===== src/rtl/core_pkg.sv =====
// Shared types and sizing for the 9-bit accumulator core (sequencer, decoder, ROM, data memory).
package core_pkg;

  localparam int unsigned PC_W            = 10;
  localparam int unsigned LUT_AW          = 6;
  localparam int unsigned MEM_LAT_DEFAULT = 2;
  localparam int unsigned JPTR_W          = 8;

  typedef enum logic [1:0] {
    IDLE      = 2'd0,
    RUN       = 2'd1,
    LOAD_WAIT = 2'd2,
    HALT      = 2'd3
  } seq_state_t;

endpackage : core_pkg


===== src/rtl/jump_lut.sv =====
// Jump-target table: absolute branch targets, one synchronous write port, one asynchronous read port.
module jump_lut #(
  parameter int unsigned LUT_AW = 6,
  parameter int unsigned PC_W   = 10
) (
  input  logic              clk,
  input  logic              we,
  input  logic [LUT_AW-1:0] waddr,
  input  logic [PC_W-1:0]   wdata,
  input  logic [LUT_AW-1:0] raddr,
  output logic [PC_W-1:0]   rdata
);

  localparam int unsigned DEPTH = 2 ** LUT_AW;

  logic [PC_W-1:0] mem [DEPTH];

  // Configuration write; contents deliberately survive reset.
  always_ff @(posedge clk) begin
    if (we) begin
      mem[waddr] <= wdata;
    end
  end

  // A same-cycle write is not visible here until the following cycle.
  assign rdata = mem[raddr];

endmodule : jump_lut


===== src/rtl/fetch_sequencer.sv =====
// Program sequencer: owns the PC, the Start/Done run handshake, branch resolution and load stalls.
module fetch_sequencer #(
  parameter int unsigned PC_W    = core_pkg::PC_W,
  parameter int unsigned LUT_AW  = core_pkg::LUT_AW,
  parameter int unsigned MEM_LAT = core_pkg::MEM_LAT_DEFAULT
) (
  input  logic              Clk,
  input  logic              Reset,
  input  logic              Start,
  input  logic              DoneIn,
  input  logic              RenD,
  input  logic              Jen,
  input  logic [7:0]        Jptr,
  input  logic              BrCond,
  input  logic              Lut_we,
  input  logic [LUT_AW-1:0] Lut_waddr,
  input  logic [PC_W-1:0]   Lut_wdata,
  output logic [PC_W-1:0]   Prog_ctr,
  output logic              Commit,
  output logic              Stall,
  output logic              Busy,
  output logic              Done
);

  import core_pkg::*;

  // Counter holds the remaining stall cycles after the first one (MEM_LAT-2 at most).
  localparam int unsigned CNT_W = (MEM_LAT > 2) ? $clog2(MEM_LAT - 1) : 1;

  seq_state_t       state_q, state_d;
  logic [PC_W-1:0]  pc_q, pc_d;
  logic             busy_q, busy_d;
  logic             done_q, done_d;
  logic [CNT_W-1:0] cnt_q, cnt_d;
  logic [PC_W-1:0]  lut_rdata;
  logic             unused_jptr_hi;

  // Only the low LUT_AW bits of the jump pointer select an entry.
  assign unused_jptr_hi = ^Jptr[7:LUT_AW];

  jump_lut #(
    .LUT_AW (LUT_AW),
    .PC_W   (PC_W)
  ) u_jump_lut (
    .clk   (Clk),
    .we    (Lut_we),
    .waddr (Lut_waddr),
    .wdata (Lut_wdata),
    .raddr (Jptr[LUT_AW-1:0]),
    .rdata (lut_rdata)
  );

  // State, PC, status flags and wait counter; reset is synchronous.
  always_ff @(posedge Clk) begin
    if (!Reset) begin
      state_q <= IDLE;
      pc_q    <= '0;
      busy_q  <= 1'b0;
      done_q  <= 1'b0;
      cnt_q   <= '0;
    end else begin
      state_q <= state_d;
      pc_q    <= pc_d;
      busy_q  <= busy_d;
      done_q  <= done_d;
      cnt_q   <= cnt_d;
    end
  end

  // Next-state, next-PC and the combinational Commit/Stall qualifiers.
  always_comb begin
    state_d = state_q;
    pc_d    = pc_q;
    busy_d  = busy_q;
    done_d  = done_q;
    cnt_d   = cnt_q;
    Commit  = 1'b0;
    Stall   = 1'b0;

    case (state_q)
      IDLE: begin
        if (Start) begin
          state_d = RUN;
          pc_d    = '0;
          busy_d  = 1'b1;
        end
      end

      RUN: begin
        if (DoneIn) begin
          state_d = HALT;
          busy_d  = 1'b0;
          done_d  = 1'b1;
        end else if (RenD && (MEM_LAT > 1)) begin
          state_d = LOAD_WAIT;
          cnt_d   = CNT_W'(MEM_LAT - 2);
          Stall   = 1'b1;
        end else if (Jen && BrCond) begin
          pc_d   = lut_rdata;
          Commit = 1'b1;
        end else begin
          pc_d   = pc_q + PC_W'(1);
          Commit = 1'b1;
        end
      end

      LOAD_WAIT: begin
        if (cnt_q != '0) begin
          cnt_d = cnt_q - CNT_W'(1);
          Stall = 1'b1;
        end else begin
          state_d = RUN;
          pc_d    = pc_q + PC_W'(1);
          Commit  = 1'b1;
        end
      end

      HALT: begin
        if (Start) begin
          state_d = RUN;
          pc_d    = '0;
          busy_d  = 1'b1;
          done_d  = 1'b0;
        end
      end

      default: begin
        state_d = IDLE;
      end
    endcase
  end

  assign Prog_ctr = pc_q;
  assign Busy     = busy_q;
  assign Done     = done_q;

endmodule : fetch_sequencer


===== config.mk =====
export PLATFORM = sky130hd
export DESIGN_NAME = fetch_sequencer
export DESIGN_NICKNAME = d
export VERILOG_FILES = /design/src/rtl/core_pkg.sv /design/src/rtl/jump_lut.sv /design/src/rtl/fetch_sequencer.sv
export SDC_FILE = /design/constraint.sdc
export NUM_CORES = 1
export LEC_CHECK = 0
export BUFFER_PORTS_ARGS = -buffer_cell sky130_fd_sc_hd__buf_2
export CAP_MARGIN = 20
export CORE_UTILIZATION = 56
export DETAILED_ROUTE_END_ITERATION = 7
export PLACE_DENSITY_LB_ADDON = 0.05
export SYNTH_ARGS = -nofsm -noshare
export SYNTH_HDL_FRONTEND = slang
export SYNTH_HIERARCHICAL = 1
export SYNTH_SLANG_ARGS = --single-unit

===== constraint.sdc =====
create_clock -name Clk -period 2.9 [get_ports Clk]
set_input_delay 0.87 -clock Clk [delete_from_list [all_inputs] [get_ports Clk]]
set_output_delay 0.87 -clock Clk [all_outputs]
set_load 0.005 [all_outputs]

==> impl_results.md <==
- Routed Antenna Nets: 0
- Post-synth ARST share: 0%
- Type of destination of the critical path: flip-flop
- Initial antenna violation count: 0
- Synth Area per Inst: approximately 21 sq um
- Cell Area, Synth: 0.0258 sq mm
- CTS Buffer Depth: 3
- Setup CP Type: in2reg
- Dpl hpwl: 37000 um
- Vias per inst: a little over 6
- Main flop type after synthesis: edfxtp_1
- Die area: 0.0470 sq mm
- Leakage power: approximately 10 nW
- Final Max Tran Viols: 0
- Syn_nets: 1260
- Final hold vios: 0
- Routed WL: between 50000 and 60000 um
- Detailed Route Iter0 Violations: roughly 1200
- Vias: between 10000 and 15000
- FF+latch area: just under 0.02 sq mm
- Yosys reg bits: 654
- Initial Util: between 50% and 60%
- CTS buffer count: 68
- Yosys warns: 6
- All-Layer GR Usage: between 20% and 30%
- Worst slew pin tran: 0.746 ns
- Multi-input logic area: 0.00600 sq mm
- Highest clock rate: between 300 and 400 MHz
- Core area: ~0.045 sq mm
- Post-Synthesis Cells: around 1200
- Share of layout cells above drive strength 1: 34.3%
- Largest net degree at the start of global routing: 65
- Global route overflow: 0
- H-tree Lvls: 3
- Synth-to-Final Area Change: 17.0%
- Buffers added on ports: 43
- DRC errors left: 0
- Min setup slack post-route: roughly 0.10 ns
- CTS clk-pin slew, worst paths: 0.06 ns
- Diode count: 0
- Crit path time final: about 2.8 ns
- Status: finished clean
- Arr. time, crit path: around 3.3 ns
- Unrepaired setup endpoints after global routing: false
- Commonest non-fill, non-tap cell in the layout: edfxtp_1
- Hold WS: 0.484 ns
- CP startpoint kind: input port
- Final Cycle Share: between 90 and 100%
- Post-synthesis cell type count: 56
- Row count: 78
- Setup-failing EPs final: 0
- Number of flops mapped to enable cells by yosys: 640
- Cell area after layout: around 0.03 sq mm
- Seq/Total Area, Yosys: around 75%
- DR WL/cell: about 27 um
- DIE HEIGHT: around 220 um
- Max_cap viols: 0
- Clk_skew: 0.0189 ns
- Worst Path Max Fanout: 19
- Fill cell count: ~3100
- Max VDD drop: ~0.67 mV
- Total power: around 20 mW
- Most frequent cells in the layout: 640 x edfxtp_1, 172 x buf_4, 160 x mux4_2, 84 x nor2_1, 70 x clkbuf_16
- Skew-Pair Late Insertion Delay: ~0.60 ns
- Pre-antenna DRT Iters: 5
- Area after DPL: 0.0280 sq mm
- TritonCTS clock tree: built
- Place WS: -0.651 ns
- Clk sinks: about 650
- Root Buffer: clkbuf_16
- Max-slew headroom: 49.9%
- First-pass GRT wire length: approximately 84000 um
- Cell Pwr Density: ~660 mW/mm^2
- Vias in the first global route: between 10000 and 15000
- Final Net Count: between 1000 and 1500
- WP data required: between 3 and 4 ns
- IO Pins: 46
- Die X: between 200 and 250 um
- GPL Wtd Cong: between 0.8 and 0.9
- Min-delay worst type: reg2reg
==> metrics by stage <==
stage / instances / setup TNS (ns) / util [%]
global route: 2112 / 0 / 66.5
floorplan: 1224 / -0.215 / -
finish: 2112 / 0 / 66.5
detailed placement: 1987 / -5.55 / 61.6
global placement: 1987 / -5.39 / 61.6
CTS: 2111 / 0 / 66.3
==> area by class of cell <==
type | count | area share [%]
clock inverters | 42 | 1.06
repair buffers | 230 | 6.06
inverters | 6 | 0.0745
multi-input cells | 498 | 19.9
flip-flops and latches | 654 | 64.5
well taps | 600 | 2.48
clock buffers | 82 | 5.94
==> registers in the layout, summed over array words and instances (netlist names) <==
signal,cells
Busy,1
state_q,2
Done,1
Prog_ctr,10
u_jump_lut/mem,640
==> Yosys cell counts, types with 2 or more instances <==
cell / n / share of area [%]
o21a_1: 3 / 0.087
buf_2: 17 / 0.33
mux2i_1: 53 / 2.1
nand4_1: 4 / 0.097
and2_1: 4 / 0.097
buf_1: 3 / 0.044
inv_1: 6 / 0.087
or3_1: 3 / 0.073
a221oi_1: 6 / 0.20
mux4_2: 160 / 14
nand3_1: 11 / 0.21
o32ai_1: 2 / 0.068
nand2b_1: 8 / 0.19
mux2_4: 5 / 0.29
nor2b_1: 12 / 0.29
and3_1: 2 / 0.048
clkbuf_1: 26 / 0.38
a21oi_1: 13 / 0.25
o21ai_2: 3 / 0.10
a22oi_1: 9 / 0.26
nand3b_1: 4 / 0.12
a22o_1: 6 / 0.20
o21ai_1: 8 / 0.15
edfxtp_1: 640 / 74
mux2_2: 8 / 0.35
o22ai_1: 15 / 0.36
o221ai_1: 2 / 0.068
buf_6: 3 / 0.13
a211oi_1: 11 / 0.32
ha_1: 4 / 0.19
nor2_1: 84 / 1.2
a32o_1: 5 / 0.19
o211ai_1: 4 / 0.12
dfxtp_1: 14 / 1.1
a2111oi_2: 5 / 0.29
buf_4: 16 / 0.46
nand2_1: 20 / 0.29
o31ai_1: 4 / 0.12
nor3_1: 4 / 0.077
==> cells by family after synthesis <==
family / after synthesis / synth area share (%)
buffers and inverters: 72 / 1.49
adders and majority gates: 4 / 0.194
DFF: 654 / 75.5
AOI/OAI and AO/OA: 105 / 3.24
muxes: 226 / 16.6
xor gates and xnor gates: 1 / 0.0339
and+or+nand+nor: 162 / 2.93
==> timing repair <==
| item | 4_1_cts | 5_1_grt |
|---|---|---|
| gates cloned | 0 | 1 |
| pin swaps | 0 | 2 |
| setup buffers | 0 | 0 |
| hold buffers | 0 | 0 |
| endpoints found under the setup margin | 1 | 8 |
| gates resized for setup | 1 | 12 |
==> final timing paths <==
check	from	endpoint	slack, ns	cells past startpoint
setup / recovery	Jptr[0]	Prog_ctr[4]	0.10	9
hold / removal	Done	Done	0.48	2
setup reg to reg	u_jump_lut/mem[55][3]	Prog_ctr[3]	0.28	9
hold reg to reg	Done	Done	0.48	2
==> power by group <==
part           internal (mW)  switching (mW)
sequential              10.5          0.0359
combinational          0.558           0.742
clock                   4.79            3.50
==> worst max-delay path, stage by stage <==
cell and delay [ns]:
buf_12 0.17, buf_12 0.17, mux4_2 0.52, mux4_2 0.52, o211ai_1 0.39, o21ai_2 0.15
a32o_1 0.23, a21oi_1 0.15, a211oi_1 0.06
==> routing by layer <==
layer  up-vias  wire length (um)  global-route usage, %  part of all wire (%)
met4         0              1190                   7.42                   2.1
li1       5602                 -                      -                     -
met3        78              3730                   4.51                   6.6
met1      6740             24800                   37.3                    44
met5         -                 0                      0                     0
met2       408             26900                   38.5                    48
No activity file was read; power rests on OpenSTA's default activity.
